File: src/rtl/ws2812_rx.sv
// WS2812 single-wire NRZ receive decoder: measures high pulses, assembles GRB pixels,
// flags frame end on the long low latch gap and forwards post-first-pixel bits to dout.
module ws2812_rx #(
  parameter int unsigned BIT_THRESH_TICKS = 30,
  parameter int unsigned MIN_HIGH_TICKS   = 8,
  parameter int unsigned MAX_HIGH_TICKS   = 60,
  parameter int unsigned RESET_TICKS      = 2500,
  parameter int unsigned CNT_W            = 16
) (
  input  logic       clk,
  input  logic       rst_n,
  input  logic       din,
  output logic [7:0] r,
  output logic [7:0] g,
  output logic [7:0] b,
  output logic       pixel_valid,
  output logic [7:0] pixel_index,
  output logic       frame_done,
  output logic       bit_error,
  output logic       dout
);

  localparam int unsigned BCNT_W = 5;
  localparam int unsigned SHR_W  = 23;

  localparam logic [CNT_W-1:0]  THRESH_C   = CNT_W'(BIT_THRESH_TICKS);
  localparam logic [CNT_W-1:0]  MIN_C      = CNT_W'(MIN_HIGH_TICKS);
  localparam logic [CNT_W-1:0]  MAX_C      = CNT_W'(MAX_HIGH_TICKS);
  localparam logic [CNT_W-1:0]  RESET_C    = CNT_W'(RESET_TICKS);
  localparam logic [CNT_W-1:0]  CNT_MAX    = '1;
  localparam logic [CNT_W-1:0]  CNT_ONE    = CNT_W'(1);
  localparam logic [BCNT_W-1:0] LAST_BIT_C = BCNT_W'(23);

  typedef enum logic [2:0] {SYNC, IDLE, HIGH, LOW, ERR} state_t;

  state_t             state_q, state_d;
  logic               meta_q, ds, ds_q;
  logic [CNT_W-1:0]   cnt_q, cnt_d, cnt_inc;
  logic [SHR_W-1:0]   shreg_q, shreg_d;
  logic [BCNT_W-1:0]  bit_cnt_q, bit_cnt_d;
  logic               fwd_en_q, fwd_en_d;
  logic [7:0]         r_d, g_d, b_d, idx_d;
  logic               pixel_valid_d, frame_done_d, bit_error_d, dout_d;
  logic               rise, fall, bit_val;
  logic [SHR_W:0]     shifted;

  // Next-state, datapath and output decode
  always_comb begin
    state_d       = state_q;
    cnt_d         = cnt_q;
    shreg_d       = shreg_q;
    bit_cnt_d     = bit_cnt_q;
    fwd_en_d      = fwd_en_q;
    r_d           = r;
    g_d           = g;
    b_d           = b;
    idx_d         = pixel_valid ? pixel_index + 8'd1 : pixel_index;
    pixel_valid_d = 1'b0;
    frame_done_d  = 1'b0;
    bit_error_d   = 1'b0;

    rise    = ds & ~ds_q;
    fall    = ~ds & ds_q;
    cnt_inc = (cnt_q == CNT_MAX) ? cnt_q : cnt_q + CNT_ONE;
    bit_val = (cnt_q >= THRESH_C);
    shifted = {shreg_q, bit_val};
    // A forwarded high may only start on a rising edge seen while forwarding is enabled
    dout_d  = ds & fwd_en_q & (dout | rise);

    unique case (state_q)
      SYNC, ERR: begin
        if (ds) begin
          cnt_d = '0;
        end else if (cnt_q >= RESET_C) begin
          state_d = IDLE;
          cnt_d   = '0;
        end else begin
          cnt_d = cnt_inc;
        end
      end
      IDLE: begin
        if (rise) begin
          state_d = HIGH;
          cnt_d   = CNT_ONE;
        end
      end
      HIGH: begin
        if (fall) begin
          if (cnt_q < MIN_C) begin
            state_d     = ERR;
            cnt_d       = '0;
            bit_cnt_d   = '0;
            fwd_en_d    = 1'b0;
            bit_error_d = 1'b1;
          end else begin
            state_d = LOW;
            cnt_d   = CNT_ONE;
            shreg_d = shifted[SHR_W-1:0];
            if (bit_cnt_q == LAST_BIT_C) begin
              g_d           = shifted[23:16];
              r_d           = shifted[15:8];
              b_d           = shifted[7:0];
              pixel_valid_d = 1'b1;
              bit_cnt_d     = '0;
              fwd_en_d      = 1'b1;
            end else begin
              bit_cnt_d = bit_cnt_q + BCNT_W'(1);
            end
          end
        end else if (cnt_q >= MAX_C) begin
          state_d     = ERR;
          cnt_d       = '0;
          bit_cnt_d   = '0;
          fwd_en_d    = 1'b0;
          bit_error_d = 1'b1;
        end else begin
          cnt_d = cnt_inc;
        end
      end
      LOW: begin
        // Latch gap wins over a coincident rising edge, which then starts the next bit
        if (cnt_q == RESET_C) begin
          frame_done_d = 1'b1;
          bit_error_d  = (bit_cnt_q != '0);
          idx_d        = '0;
          bit_cnt_d    = '0;
          fwd_en_d     = 1'b0;
          state_d      = rise ? HIGH : IDLE;
          cnt_d        = rise ? CNT_ONE : '0;
        end else if (rise) begin
          state_d = HIGH;
          cnt_d   = CNT_ONE;
        end else begin
          cnt_d = cnt_inc;
        end
      end
      default: begin
        state_d = SYNC;
        cnt_d   = '0;
      end
    endcase
  end

  // Synchronizer, state and registered outputs
  always_ff @(posedge clk or negedge rst_n) begin
    if (!rst_n) begin
      meta_q      <= 1'b0;
      ds          <= 1'b0;
      ds_q        <= 1'b0;
      state_q     <= SYNC;
      cnt_q       <= '0;
      shreg_q     <= '0;
      bit_cnt_q   <= '0;
      fwd_en_q    <= 1'b0;
      r           <= '0;
      g           <= '0;
      b           <= '0;
      pixel_valid <= 1'b0;
      pixel_index <= '0;
      frame_done  <= 1'b0;
      bit_error   <= 1'b0;
      dout        <= 1'b0;
    end else begin
      meta_q      <= din;
      ds          <= meta_q;
      ds_q        <= ds;
      state_q     <= state_d;
      cnt_q       <= cnt_d;
      shreg_q     <= shreg_d;
      bit_cnt_q   <= bit_cnt_d;
      fwd_en_q    <= fwd_en_d;
      r           <= r_d;
      g           <= g_d;
      b           <= b_d;
      pixel_valid <= pixel_valid_d;
      pixel_index <= idx_d;
      frame_done  <= frame_done_d;
      bit_error   <= bit_error_d;
      dout        <= dout_d;
    end
  end

endmodule

File: config.mk
export PLATFORM = sky130hd
export DESIGN_NAME = ws2812_rx
export DESIGN_NICKNAME = d
export VERILOG_FILES = /design/src/rtl/ws2812_rx.sv
export SDC_FILE = /design/constraint.sdc
export NUM_CORES = 1
export LEC_CHECK = 0
export CAP_MARGIN = 10
export CORE_MARGIN = 2
export CORE_UTILIZATION = 40
export DETAILED_ROUTE_END_ITERATION = 10
export PLACE_DENSITY_LB_ADDON = 0.05
export SYNTH_ARGS = -nofsm -noshare
export SYNTH_HDL_FRONTEND = slang
export SYNTH_SLANG_ARGS = --single-unit
File: constraint.sdc
create_clock -name clk -period 2.1 [get_ports clk]
set_input_delay 0.21 -clock clk [delete_from_list [all_inputs] [get_ports clk]]
set_output_delay 0.21 -clock clk [all_outputs]
set_load 0.02 [all_outputs]
==> out/metrics.yaml <==
worst_setup_path:
  path_max_fanout: 25
  cp-start-kind: "flop"
  arrival_ns: 2.25
  crit_required_ns: 2.34
  worst-path-buf-inv: 0
  slowest_stage: "nor2_8"
  critPathTopFamily: "simple AND/OR/NAND/NOR gates"
  crit_path_end_kind: "flop"
  cp_cell_sequence: "or3b_4, nor2_4, nand2_4, nor2_8, mux2_2"
  slowest_delay_ns: 0.45
  crit_type: "reg2reg"
clock_tree:
  cts-root-buf: "clkbuf_8"
  cts_tree: "done"
  worstSkewPairLatency_ns: 0.37
  numCtsBuffers: 9
  clockBufferDepth: 2
  cts.clk_slew.worst_paths_ns: 0.10
  numClockSinks: 87
  cts_max_level: 3
placement:
  dp_slack_ns: 0.0677
  numPortBuffers: 38
  dp.cells: 569
  place_congestion: 0.797
  hpwl_um: 5650
routing:
  totalWireLength_um: 8450
  drtIter0Drc: 127
  wl_per_cell_um: 14.4
  first_pass_iters: 4
  vias_per_cell: 5.05
  vias: 2963
  ant_nets: 0
  route.detailed.drc: 0
floorplanning:
  initial_utilization_pct: 40.8
  fp.dieW_um: 106
  dieHeight_um: 106
  rows: 37
  core_mm2: 0.0102
  die-area_mm2: 0.0113
  pin_count: 39
timing:
  period_needed_ns: 2.01
  finalHoldViolCount: 0
  rsz0062_at_grt: "yes"
  finalWorstSetupSlack_ns: 0.0898
  max_freq_mhz: 497
  fin_crit_sh_pct: 95.7
  setup_viol: 0
  tightestPinTransition_ns: 0.572
  relSlewSlack_pct: 61.8
  clock_skew_ns: 0.0183
  maxSlewViolCount: 0
synthesis:
  synth-seq-area-share_pct: 52.2
  synth_edf_count: 0
  ys.flop_type: "dfrtp_1"
  yosysTopAreaCell: "dfrtp_1"
  synth_fp_nets: 402
  synth_top_area_share_pct: 52.2
  ys_ff_latch: 87
  synth_area_mm2: 0.00417
  yosys_warnings: 0
  synth_area_leaders: "dfrtp_1 (52%), nand2_1 (7.4%), mux2_4 (6.8%), xnor2_1 (2.7%), nor2_1 (2.6%)"
  async_flop_share_pct: 100
  avgSynthCellArea_um2: 10.6
  yosys.cell_types.count: 57
  syn_inst: 393
flow_run:
  cap_violations: 0
global_routing:
  grt_overflow: 0
  grt_pass1_vias: 2944
  grt_pass1_wl_um: 14600
  antenna_found_initial: 0
  grt_usage_pct: 16.2
  grt_max_degree: 43
run_status:
  status: "finished, final reports clean"
layout:
  fin_cells: 587
  num_antenna_cells: 0
  drive_gt1_share_pct: 17.7
  nets: 455
  fill_cells: 957
  syn_to_final_growth_pct: 19.6
power_and_ir_drop:
  p_leak_uw: 0.00235
  ir_worst_vdd_mv: 0.254
  power.density_mw_per_mm2: 580
worst_hold_path:
  hold_path_class: "in2reg"
==> final cells by class <==
class	count	area, um^2	area share (%)
Clock inverter	6	52.6	1.05
Inverter	10	37.5	0.752
Sequential cell	87	2180	43.6
Clock buffer	10	128	2.56
Timing Repair Buffer	59	551	11.0
Multi-Input combinational cell	279	1880	37.6
Tap cell	136	170	3.41
==> cells in the mapped netlist (all sizes together), types with 2 or more instances <==
| cell type | n |
|---|---|
| a21oi | 13 |
| a22oi | 3 |
| and2 | 2 |
| and3 | 6 |
| and4 | 4 |
| buf | 14 |
| clkbuf | 3 |
| dfrtp | 87 |
| ha | 6 |
| inv | 9 |
| mux2 | 25 |
| mux2i | 4 |
| nand2 | 83 |
| nand2b | 4 |
| nand3 | 16 |
| nand3b | 2 |
| nand4 | 12 |
| nor2 | 31 |
| nor2b | 2 |
| nor3 | 11 |
| nor4 | 9 |
| o21ai | 9 |
| or3 | 2 |
| xnor2 | 13 |
| xor2 | 5 |
==> final timing paths <==
| check | startpoint | endpoint | slack [ns] | depth (start not counted) |
|---|---|---|---|---|
| max in group asynchronous | rst_n | state_q[1]$_DFFE_PN0P_ | 1.11 | 3 |
| min in group asynchronous | rst_n | bit_cnt_q[4]$_DFFE_PN0P_ | 0.37 | 2 |
| worst min-delay path | din | meta_q$_DFF_PN0_ | 0.28 | 1 |
| worst min register to register | meta_q$_DFF_PN0_ | ds$_DFF_PN0_ | 0.37 | 0 |
| worst max-delay path | state_q[2]$_DFFE_PN0P_ | b[0]$_DFFE_PN0P_ | 0.09 | 5 |
| worst max register to register | state_q[2]$_DFFE_PN0P_ | b[0]$_DFFE_PN0P_ | 0.09 | 5 |
==> metrics by stage <==
| step | total power (uW) | util [%] | TNS, ns | hold slack, ns | area [um^2] |
|---|---|---|---|---|---|
| after floorplan | 1760 | - | 0 | -0.0856 | 4170 |
| after global placement | 1820 | 46.7 | 0 | 0.251 | 4770 |
| after detailed placement | 1820 | 46.7 | 0 | 0.252 | 4770 |
| after CTS | 2940 | 48.5 | 0 | 0.277 | 4960 |
| after global routing | 3030 | 48.8 | -0.0124 | 0.283 | 4990 |
| final | 2890 | 48.8 | 0 | 0.284 | 4990 |
==> state kept, by name (all words and copies together) (netlist names), 3 cells and up <==
| register | flops |
|---|---|
| b | 8 |
| pixel_index | 8 |
| shreg_q | 23 |
| state_q | 3 |
| g | 8 |
| cnt_q | 16 |
| bit_cnt_q | 5 |
| r | 8 |
==> logic make-up (layout without fill, tap and decap cells) <==
family | Yosys count | in the layout | synth area share [%]
XOR/XNOR | 18 | 18 | 3.78
AND/OR/NAND/NOR | 191 | 191 | 23.9
multiplexers | 29 | 29 | 9.42
flip-flops | 87 | 87 | 52.2
adder cells (fa/ha/maj) | 6 | 6 | 1.80
AO/OA/AOI/OAI | 35 | 35 | 5.58
buffers and inverters | 27 | 85 | 3.33
==> power breakdown <==
part	switching (uW)	total (uW)	internal [uW]
combinational	63.0	92.7	29.7
clock	659	1110	452
sequential	8.81	1690	1680
total	731	2890	2160
==> cell usage in the layout, fill, tap and decap left out, types with 9 or more instances in the layout <==
cell              n
clkbuf_8          9
dfrtp_1          87
nand4_1          11
nor2_1           29
mux2_4           19
clkdlybuf4s50_1  37
buf_4            20
a21oi_1          13
xnor2_1          13
inv_1             9
nand2_1          82
nand3_1          14
==> timing repair <==
| item | in CTS | in global routing |
|---|---|---|
| gates resized for setup | 0 | 4 |
| hold buffers | 1 | 0 |
| endpoints found under the setup margin | 0 | 41 |
| hold endpoints to repair | 40 | 0 |
| setup buffers | 0 | 1 |
==> metal layers <==
metal / routed length, um / vias up / GRT usage (%)
li1: - / 1459 / -
met1: 4230 / 1447 / 23.0
met2: 3850 / 44 / 24.7
met3: 216 / 13 / 2.70
met4: 147 / 0 / 6.86
met5: 0 / - / 0
(Power assumes the default switching activity.)
